### src/rtl/exe_stage_if.sv
// ID/EX operand/control bundle into exe_stage and its EXE/MEM results back out.
// FORWARDING_EN adds the forwarding select and value lines.
interface exe_stage_if;
`ifdef FORWARDING_EN
  logic [1:0]  sel_src1;
  logic [1:0]  sel_src2;
  logic [31:0] fwd_mem_val;
  logic [31:0] fwd_wb_val;
`endif
  logic        wb_en_in;
  logic        mem_read_in;
  logic        mem_write_in;
  logic        B_in;
  logic        S_in;
  logic        imm_in;
  logic [3:0]  exe_cmd_in;
  logic [31:0] PC_in;
  logic [31:0] val_Rn_in;
  logic [31:0] val_Rm_in;
  logic [11:0] shift_operand_in;
  logic [23:0] signed_imm_24_in;
  logic [3:0]  dest_in;

  logic        branch_taken;
  logic [31:0] branch_addr;
  logic [3:0]  SR;
  logic        wb_en;
  logic        mem_read;
  logic        mem_write;
  logic [31:0] alu_res;
  logic [31:0] st_val;
  logic [3:0]  dest;

  modport master (
`ifdef FORWARDING_EN
    output sel_src1, sel_src2, fwd_mem_val, fwd_wb_val,
`endif
    output wb_en_in, mem_read_in, mem_write_in, B_in, S_in, imm_in, exe_cmd_in,
    output PC_in, val_Rn_in, val_Rm_in, shift_operand_in, signed_imm_24_in, dest_in,
    input  branch_taken, branch_addr, SR, wb_en, mem_read, mem_write, alu_res, st_val, dest
  );

  modport slave (
`ifdef FORWARDING_EN
    input  sel_src1, sel_src2, fwd_mem_val, fwd_wb_val,
`endif
    input  wb_en_in, mem_read_in, mem_write_in, B_in, S_in, imm_in, exe_cmd_in,
    input  PC_in, val_Rn_in, val_Rm_in, shift_operand_in, signed_imm_24_in, dest_in,
    output branch_taken, branch_addr, SR, wb_en, mem_read, mem_write, alu_res, st_val, dest
  );
endinterface

### src/rtl/exe_stage.sv
// ARM execute stage: barrel-shifted operand 2, ALU, NZCV register, branch target; 1-cycle EXE/MEM latency.
// Optional operand forwarding muxes are enabled with `define FORWARDING_EN.
module exe_stage #(
  parameter int DW = 32
) (
  input  logic      clk,
  input  logic      rst,
  input  logic      stall,
  exe_stage_if.slave bus
);

  function automatic logic [DW-1:0] f_ror(input logic [DW-1:0] x, input logic [4:0] a);
    f_ror = (x >> a) | (x << (6'd32 - {1'b0, a}));
  endfunction

  logic [DW-1:0] w_rn;
  logic [DW-1:0] w_rm;
  logic [DW-1:0] w_val2;
  logic [DW-1:0] w_res;
  logic [DW:0]   w_sum;
  logic [4:0]    w_shamt;
  logic          w_n, w_z, w_c, w_v;
  logic          w_cin;
  logic          w_known;

  logic          r_wb_en;
  logic          r_mem_read;
  logic          r_mem_write;
  logic [DW-1:0] r_alu_res;
  logic [DW-1:0] r_st_val;
  logic [3:0]    r_dest;
  logic [3:0]    r_sr;

`ifdef FORWARDING_EN
  always_comb begin
    case (bus.sel_src1)
      2'b01:   w_rn = bus.fwd_mem_val;
      2'b10:   w_rn = bus.fwd_wb_val;
      default: w_rn = bus.val_Rn_in;
    endcase
    case (bus.sel_src2)
      2'b01:   w_rm = bus.fwd_mem_val;
      2'b10:   w_rm = bus.fwd_wb_val;
      default: w_rm = bus.val_Rm_in;
    endcase
  end
`else
  assign w_rn = bus.val_Rn_in;
  assign w_rm = bus.val_Rm_in;
`endif

  assign w_shamt = bus.shift_operand_in[11:7];

  // Immediate takes priority over the load/store offset form.
  always_comb begin
    w_val2 = '0;
    if (bus.imm_in) begin
      w_val2 = f_ror({24'b0, bus.shift_operand_in[7:0]}, {bus.shift_operand_in[11:8], 1'b0});
    end else if (bus.mem_read_in || bus.mem_write_in) begin
      w_val2 = {20'b0, bus.shift_operand_in};
    end else begin
      case (bus.shift_operand_in[6:5])
        2'b00:   w_val2 = w_rm << w_shamt;
        2'b01:   w_val2 = w_rm >> w_shamt;
        2'b10:   w_val2 = $unsigned($signed(w_rm) >>> w_shamt);
        default: w_val2 = f_ror(w_rm, w_shamt);
      endcase
    end
  end

  assign w_cin = r_sr[1];

  always_comb begin
    w_sum   = '0;
    w_res   = '0;
    w_known = 1'b1;
    {w_n, w_z, w_c, w_v} = r_sr;
    case (bus.exe_cmd_in)
      4'b0001: w_res = w_val2;
      4'b1001: w_res = ~w_val2;
      4'b0010, 4'b0011: begin
        w_sum = {1'b0, w_rn} + {1'b0, w_val2}
              + {{DW{1'b0}}, (bus.exe_cmd_in[0] & w_cin)};
        w_res = w_sum[DW-1:0];
        w_c   = w_sum[DW];
        w_v   = (w_rn[DW-1] == w_val2[DW-1]) && (w_sum[DW-1] != w_rn[DW-1]);
      end
      4'b0100, 4'b0101: begin
        // C is the inverted borrow out of the 33-bit subtraction.
        w_sum = {1'b0, w_rn} - {1'b0, w_val2}
              - {{DW{1'b0}}, (bus.exe_cmd_in[0] & ~w_cin)};
        w_res = w_sum[DW-1:0];
        w_c   = ~w_sum[DW];
        w_v   = (w_rn[DW-1] != w_val2[DW-1]) && (w_sum[DW-1] != w_rn[DW-1]);
      end
      4'b0110: w_res = w_rn & w_val2;
      4'b0111: w_res = w_rn | w_val2;
      4'b1000: w_res = w_rn ^ w_val2;
      default: w_known = 1'b0;
    endcase
    if (w_known) begin
      w_n = w_res[DW-1];
      w_z = (w_res == '0);
    end
  end

  always_ff @(posedge clk or negedge rst) begin
    if (!rst) begin
      r_wb_en     <= 1'b0;
      r_mem_read  <= 1'b0;
      r_mem_write <= 1'b0;
      r_alu_res   <= '0;
      r_st_val    <= '0;
      r_dest      <= '0;
      r_sr        <= '0;
    end else if (!stall) begin
      r_wb_en     <= bus.wb_en_in;
      r_mem_read  <= bus.mem_read_in;
      r_mem_write <= bus.mem_write_in;
      r_alu_res   <= w_res;
      r_st_val    <= w_rm;
      r_dest      <= bus.dest_in;
      if (bus.S_in) r_sr <= {w_n, w_z, w_c, w_v};
    end
  end

  assign bus.branch_taken = bus.B_in;
  assign bus.branch_addr  = bus.PC_in + {{6{bus.signed_imm_24_in[23]}}, bus.signed_imm_24_in, 2'b00};
  assign bus.SR           = r_sr;
  assign bus.wb_en        = r_wb_en;
  assign bus.mem_read     = r_mem_read;
  assign bus.mem_write    = r_mem_write;
  assign bus.alu_res      = r_alu_res;
  assign bus.st_val       = r_st_val;
  assign bus.dest         = r_dest;

endmodule

### src/flat_wrapper.sv
// flat-port wrapper written by rule: the top's interface ports become plain ports
module exe_stage_flat 
#(
  parameter int DW = 32
)
  (clk, rst, stall, bus_wb_en_in, bus_mem_read_in, bus_mem_write_in, bus_B_in, bus_S_in, bus_imm_in, bus_exe_cmd_in, bus_PC_in, bus_val_Rn_in, bus_val_Rm_in, bus_shift_operand_in, bus_signed_imm_24_in, bus_dest_in, bus_branch_taken, bus_branch_addr, bus_SR, bus_wb_en, bus_mem_read, bus_mem_write, bus_alu_res, bus_st_val, bus_dest);
  exe_stage_if bus_i ();
  input  logic clk;
  input  logic rst;
  input  logic stall;
  input wire logic [$bits(bus_i.wb_en_in)-1:0] bus_wb_en_in;
  input wire logic [$bits(bus_i.mem_read_in)-1:0] bus_mem_read_in;
  input wire logic [$bits(bus_i.mem_write_in)-1:0] bus_mem_write_in;
  input wire logic [$bits(bus_i.B_in)-1:0] bus_B_in;
  input wire logic [$bits(bus_i.S_in)-1:0] bus_S_in;
  input wire logic [$bits(bus_i.imm_in)-1:0] bus_imm_in;
  input wire logic [$bits(bus_i.exe_cmd_in)-1:0] bus_exe_cmd_in;
  input wire logic [$bits(bus_i.PC_in)-1:0] bus_PC_in;
  input wire logic [$bits(bus_i.val_Rn_in)-1:0] bus_val_Rn_in;
  input wire logic [$bits(bus_i.val_Rm_in)-1:0] bus_val_Rm_in;
  input wire logic [$bits(bus_i.shift_operand_in)-1:0] bus_shift_operand_in;
  input wire logic [$bits(bus_i.signed_imm_24_in)-1:0] bus_signed_imm_24_in;
  input wire logic [$bits(bus_i.dest_in)-1:0] bus_dest_in;
  output wire logic [$bits(bus_i.branch_taken)-1:0] bus_branch_taken;
  output wire logic [$bits(bus_i.branch_addr)-1:0] bus_branch_addr;
  output wire logic [$bits(bus_i.SR)-1:0] bus_SR;
  output wire logic [$bits(bus_i.wb_en)-1:0] bus_wb_en;
  output wire logic [$bits(bus_i.mem_read)-1:0] bus_mem_read;
  output wire logic [$bits(bus_i.mem_write)-1:0] bus_mem_write;
  output wire logic [$bits(bus_i.alu_res)-1:0] bus_alu_res;
  output wire logic [$bits(bus_i.st_val)-1:0] bus_st_val;
  output wire logic [$bits(bus_i.dest)-1:0] bus_dest;
  assign bus_i.wb_en_in = bus_wb_en_in;
  assign bus_i.mem_read_in = bus_mem_read_in;
  assign bus_i.mem_write_in = bus_mem_write_in;
  assign bus_i.B_in = bus_B_in;
  assign bus_i.S_in = bus_S_in;
  assign bus_i.imm_in = bus_imm_in;
  assign bus_i.exe_cmd_in = bus_exe_cmd_in;
  assign bus_i.PC_in = bus_PC_in;
  assign bus_i.val_Rn_in = bus_val_Rn_in;
  assign bus_i.val_Rm_in = bus_val_Rm_in;
  assign bus_i.shift_operand_in = bus_shift_operand_in;
  assign bus_i.signed_imm_24_in = bus_signed_imm_24_in;
  assign bus_i.dest_in = bus_dest_in;
  assign bus_branch_taken = bus_i.branch_taken;
  assign bus_branch_addr = bus_i.branch_addr;
  assign bus_SR = bus_i.SR;
  assign bus_wb_en = bus_i.wb_en;
  assign bus_mem_read = bus_i.mem_read;
  assign bus_mem_write = bus_i.mem_write;
  assign bus_alu_res = bus_i.alu_res;
  assign bus_st_val = bus_i.st_val;
  assign bus_dest = bus_i.dest;
  exe_stage #(.DW(DW)) u_core (.clk(clk), .rst(rst), .stall(stall), .bus(bus_i));
endmodule
### config.mk
export PLATFORM = sky130hd
export DESIGN_NAME = exe_stage_flat
export DESIGN_NICKNAME = d
export VERILOG_FILES = /design/src/rtl/exe_stage_if.sv /design/src/rtl/exe_stage.sv /design/src/flat_wrapper.sv
export SDC_FILE = /design/constraint.sdc
export NUM_CORES = 1
export LEC_CHECK = 0
export ABC_AREA = 1
export CAP_MARGIN = 20
export CORE_MARGIN = 4
export CORE_UTILIZATION = 40
export DETAILED_ROUTE_END_ITERATION = 8
export PLACE_DENSITY = 0.6
export SLEW_MARGIN = 0
export SYNTH_ARGS = -nofsm -noshare
export SYNTH_HDL_FRONTEND = slang
export SYNTH_SLANG_ARGS = --single-unit
### constraint.sdc
create_clock -name clk -period 5.12 [get_ports clk]
set_input_delay 1.024 -clock clk [delete_from_list [all_inputs] [get_ports clk]]
set_output_delay 1.024 -clock clk [all_outputs]
set_load 0.05 [all_outputs]
Yosys cells after proc, flatten, opt, wreduce, memory -nomap -nowiden
Cells that the tools add are included.
{"block": "word_totals", "elab_cells": 65, "regBits": 75, "inputBits": 149}
{"block": "classes", "n_eq_ne": 15, "n_addsub": 7, "reduce_logical": 11, "bitwise": 11, "shifts": 6, "mux": 7}
{"operator": "$pmux W32 S7", "count": 1}
{"operator": "$or A32 B32 Y32", "count": 3}
{"operator": "$pmux W32 S3", "count": 1}
{"operator": "$mux W32", "count": 2}
{"operator": "$add A32 B32 Y33", "count": 1}
{"operator": "$add A33 B1 Y33", "count": 1}
{"operator": "$sub A32 B32 Y33", "count": 1}
{"operator": "$sub A33 B1 Y33", "count": 1}
{"operator": "$add A32 B32 Y32", "count": 1}
{"operator": "$and A32 B32 Y32", "count": 1}
{"operator": "$logic_not A32 Y1", "count": 1}
{"operator": "$not A32 Y32", "count": 1}
{"operator": "$shl A32 B5 Y32", "count": 1}
{"operator": "$shl A32 B6 Y32", "count": 1}
{"operator": "$shl A8 B6 Y32", "count": 1}
{"operator": "$shr A32 B5 Y32", "count": 1}
{"operator": "$shr A8 B5 Y32", "count": 1}
{"operator": "$sshr A32 B5 Y32", "count": 1}
{"operator": "$xor A32 B32 Y32", "count": 1}
{"operator": "$eq A4 B3 Y1 const B", "count": 4}
{"operator": "$sub A6 B5 Y6 const A", "count": 2}
{"operator": "$reduce_or A9 Y1", "count": 1}
{"operator": "$eq A4 B2 Y1 const B", "count": 2}
{"operator": "$eq A4 B4 Y1 const B", "count": 2}
{"operator": "15 further kinds", "count": 24}

Depth between registers and ports, before layout
{"block": "depth", "word_depth": 11, "mapped_depth": 40}

Least setup slack after synthesis
Ideal clock, no wire load.
{"block": "synth_path", "kind": "input port to flip-flop", "startpoint": "in bus_shift_operand_in[8]", "endpoint": "reg u_core.r_sr[2] (netlist: u_core.bus.SR[2])", "arrival_ns": 5.699, "n_path_buf": 3, "path_stages": 35, "path_slack_ns": -0.645, "required_time_ns": 5.054, "path_cell_list": "inv_1 > clkbuf_1 > buf_2 > ha_1 > nand3_1 > a21oi_2 > buf_2 > a31oi_1 > nand2_1 > nand2_1 > nand2_1 > nand2_1 > inv_1 > fa_1 > inv_1 > ha_1 > nor2_1 > fa_1 > nand2_1 > nand2_1 > nand2_1 > a21oi_1 > o21ai_0 > nand3_1 > nand3_1 > nand2_1 > nand3_1 > nand3_1 > nor2_1 > nand2_1 > nor2_1 > nand2_1 > nor2_1 > nand3_1 > nand2_1"}
{"block": "synth_via", "elab_chain_len": 10, "word_cells_on_any_way": 23}
{"item": "from (decl)", "line": "flat_wrapper.sv:21", "source": "input wire logic [$bits(bus_i.shift_operand_in)-1:0] bus_shift_operand_in;"}
{"item": "$sub A6 B5 Y6", "line": "exe_stage.sv:13", "source": "f_ror = (x >> a) | (x << (6'd32 - {1'b0, a}));"}
{"item": "$shl A32 B6 Y32", "line": "exe_stage.sv:13"}
{"item": "$or A32 B32 Y32", "line": "exe_stage.sv:13"}
{"item": "$pmux W32 S3", "line": "exe_stage.sv:62", "source": "case (bus.shift_operand_in[6:5])"}
{"item": "$mux W32", "line": "exe_stage.sv:59", "source": "end else if (bus.mem_read_in || bus.mem_write_in) begin"}
{"item": "$mux W32 *", "line": "exe_stage.sv:57", "source": "if (bus.imm_in) begin"}
{"item": "$sub A32 B32 Y33 or $add A32 B32 Y33 (tied branches)", "line": "exe_stage.sv:90, exe_stage.sv:82"}
{"item": "$sub A33 B1 Y33 or $add A33 B1 Y33 (tied branches)", "line": "exe_stage.sv:91, exe_stage.sv:83"}
{"item": "$pmux W32 S7 *", "line": "exe_stage.sv:78", "source": "case (bus.exe_cmd_in)"}
{"item": "$logic_not A32 Y1 *", "line": "exe_stage.sv:103", "source": "w_z = (w_res == '0);"}
{"item": "to (signal assigned)", "line": "exe_stage.sv:123", "source": "if (bus.S_in) r_sr <= {w_n, w_z, w_c, w_v};"}
{"item": "to (decl)", "line": "exe_stage.sv:32", "source": "logic [3:0] r_sr;"}
Mark *: on every way between the ends. The rest lies on a longest branch, timed or not.
A chain may end at the register's enable or synchronous reset.

Worst setup path in the final report
Same ends and word-level chain as after synthesis.

==> metrics.cfg <==
[status]
status = finished, violations left
violations = setup timing

[yosys]
synth_ff_type = dfrtp_1
ys_seq_area_share_pct = 10.7
async_flop_share_pct = 100
netlist_area_um2 = 17600
synth.distinct_cells = 49
syn_nets = 3592
yosys_warnings = 0
yosys-top-cells-area = nand2_1 (22%), nand3_1 (16%), ha_1 (11%)
synth_edf_count = 0
synth_top_area_share_pct = 22.2
synth_seq_cells = 75
synth_cells = 3280
syn_avg_cell_area_um2 = 5.35
yosys.area.top_type = nand2_1

[worst_setup_path]
crit_path_end_kind = register
crit_type = in2reg
reg2reg_setup_slack_ps = 1070
cp_data_arrival_time_ps = 5880
required_ps = 5440
worstPathMaxFanout = 10
startpoint_type = input pin

[sta]
fin_worst_hold_slack_ps = 479
slew_violations = 0
tightestPinTransition_ps = 1120
layout_min_cycle_time_ps = 5560
relSlewSlack_pct = 25.3
setup_violations = 7
finalClockSkew_ps = 13.9
fin_crit_sh_pct = 109
fmax_mhz = 180
setup_ws_ps = -442
hold_viol_final = 0
rsz0062_at_grt = yes

[floorplan]
die_x_um = 217
dieArea_um2 = 47300
fp.coreArea_um2 = 43300
die_h_um = 217
start_util_pct = 40.6
io_pins = 257
rows = 76

[place]
pre_cts_ws_ps = -1580
place_area_um2 = 27300
numPortBuffers = 250
dp_hpwl_um = 88500
gp_congestion = 1.12

[routing]
drt-total-wl_um = 111000
dr.pass1.iters = 8
drc_errors = 0
wl_per_cell_um = 22.5
drtAntennaViolNets = 0
vias = 29277
drt_iter0_markers = 4177
vias_per_cell = 5.92

[pwr]
power.leakage_nw = 15.5
max-vdd-ir-drop_uv = 176
p_per_area_nw_per_um2 = 211

[global_route]
grt_pass1_vias = 27214
grt_pass1_wl_um = 159000
antenna_found_initial = 4
grt_max_degree = 93
grt_usage_pct = 43.5
grt_overflow = 0

[cells_and_area]
syn_to_final_growth_pct = 74.1
drive_gt1_share_pct = 34.8
design_area_um2 = 30600
nets = 4667

[clock_tree]
cts_root_buf = clkbuf_16
h-tree-depth = 3
clkSinkCount = 75
tritoncts = yes
path_clk_slew_ps = 70
clk_latency_ps = 380
cts_buffers = 9
clock_path_buffers = 2

[worst_hold_path]
hp-class = reg2reg

[flow_run]
maxCapViolCount = 0

==> final cells by class <==
class	count	area, um^2
clock inverter	6	50.0
clock buffer	10	239
fill	3743	12700
inverter	365	1430
sequential	75	1880
tap	585	732
timing repair buffer	1194	10100
antenna	1	2.50
multi-input combinational	2709	16100
timing repair inverter	1	11.3
==> metal layers <==
layer	up-vias	wire [um]	track usage (%)	part of all wire, %
met5	-	45	0	0.040
met4	8	6020	17.0	5.4
met3	482	16500	13.6	15
met2	2230	45000	64.6	40
met1	13549	43700	58.7	39
li1	13008	-	-	-
==> registers in the layout, summed over array words and instances, names as in the netlist <==
signal,cells
u_core.bus.dest,4
u_core.bus.wb_en,1
u_core.bus.st_val,32
u_core.bus.mem_write,1
u_core.bus.mem_read,1
u_core.bus.SR,4
u_core.bus.alu_res,32
==> synth_stat cells, types with 25 or more instances <==
cell / n
nand2_1: 1039
nand3_1: 574
inv_1: 350
nor2_1: 286
a21oi_1: 196
o21ai_0: 181
ha_1: 158
clkbuf_1: 76
dfrtp_1: 75
buf_2: 28
nand4_1: 28
nor3_1: 25
o211ai_1: 25
xor2_1: 25
==> what timing repair did <==
| action | CTS | global route |
|---|---|---|
| gates resized for setup | 374 | 352 |
| buffers inserted | 36 | 30 |
| pin swaps | 74 | 119 |
| cloned | 2 | 2 |
| hold buffers | 0 | 0 |
| endpoints found under the setup margin | 37 | 40 |
==> worst paths after layout <==
path / endpoint / depth (start not counted) / startpoint
setup / recovery: u_core.bus.SR[2] / 28 / bus_shift_operand_in[8]
hold / removal: u_core.bus.st_val[12] / 2 / u_core.bus.st_val[12]
setup reg to reg: u_core.bus.SR[2] / 25 / u_core.bus.SR[1]
hold reg to reg: u_core.bus.st_val[12] / 2 / u_core.bus.st_val[12]
max in group asynchronous: u_core.bus.st_val[4] / 2 / rst
min in group asynchronous: u_core.bus.alu_res[25] / 1 / rst
==> cells in the final DEF, fill, tap and decap left out, drive strengths merged, types with 3 or more instances in the layout <==
cell type      count
clkinv            13
a211oi             3
dlymetal6s2s       4
a21o              15
ha               158
or2                9
xor2              26
clkbuf            17
a31oi             18
dfrtp             75
o21bai            10
xnor2             14
nor3              25
a221oi             9
inv              357
fa                 5
nand2           1040
nand3b             8
and2               3
o22ai             22
clkdlybuf4s50    187
o211ai            25
o2111ai            5
o21ai            186
o21a              10
nor2             291
nand4             28
dlygate4sd2       25
a21oi            197
nand3            574
a21boi            13
buf              970
==> worst max-delay path, stage by stage <==
cell and delay [ps]:
buf_16 140, clkinv_16 100, ha_4 320, inv_1 110, buf_4 170, o21ai_0 290
nor2_1 140, nand2_1 100, nand2_1 260, nand2_4 190, inv_1 70, ha_1 300
inv_2 60, ha_4 310, nand2_2 90, nor2_1 180, inv_1 90, o21bai_2 320
a21oi_1 130, o21ai_0 140, o2111ai_1 160, nor2_1 380, nand3_1 180, nor2_1 190
nand3_1 110, nor2_2 120, nand3_1 90, nand2_1 100
==> stage by stage <==
| step | utilization (%) | setup TNS (ps) | total power (W) | cells |
|---|---|---|---|---|
| floorplan | - | -12.9 | 0.00279 | 3280 |
| detailed placement | 63.0 | -33460 | 0.00499 | 4862 |
| CTS | 67.0 | -62.0 | 0.00594 | 4916 |
| global placement | 63.0 | -30940 | 0.00493 | 4862 |
| global route | 70.6 | -2490 | 0.00672 | 4946 |
| finish | 70.6 | -859 | 0.00646 | 4946 |
==> report_power, final <==
group          internal (W)  leakage [nW]  switching [W]
Clock              0.000346         0.135       0.000321
Sequential         0.000666         0.939      0.0000522
Combinational       0.00213          14.4        0.00295
==> kinds of logic after synthesis <==
family	after synthesis	share of synthesized area [%]
xor gates and xnor gates	40	2.08
buffers and inverters	496	10.9
adders and majority gates	163	11.8
DFF	75	10.7
and+or+nand+nor	1983	47.6
AOI/OAI and AO/OA	523	16.8
Power figures use the tool's default switching activity.
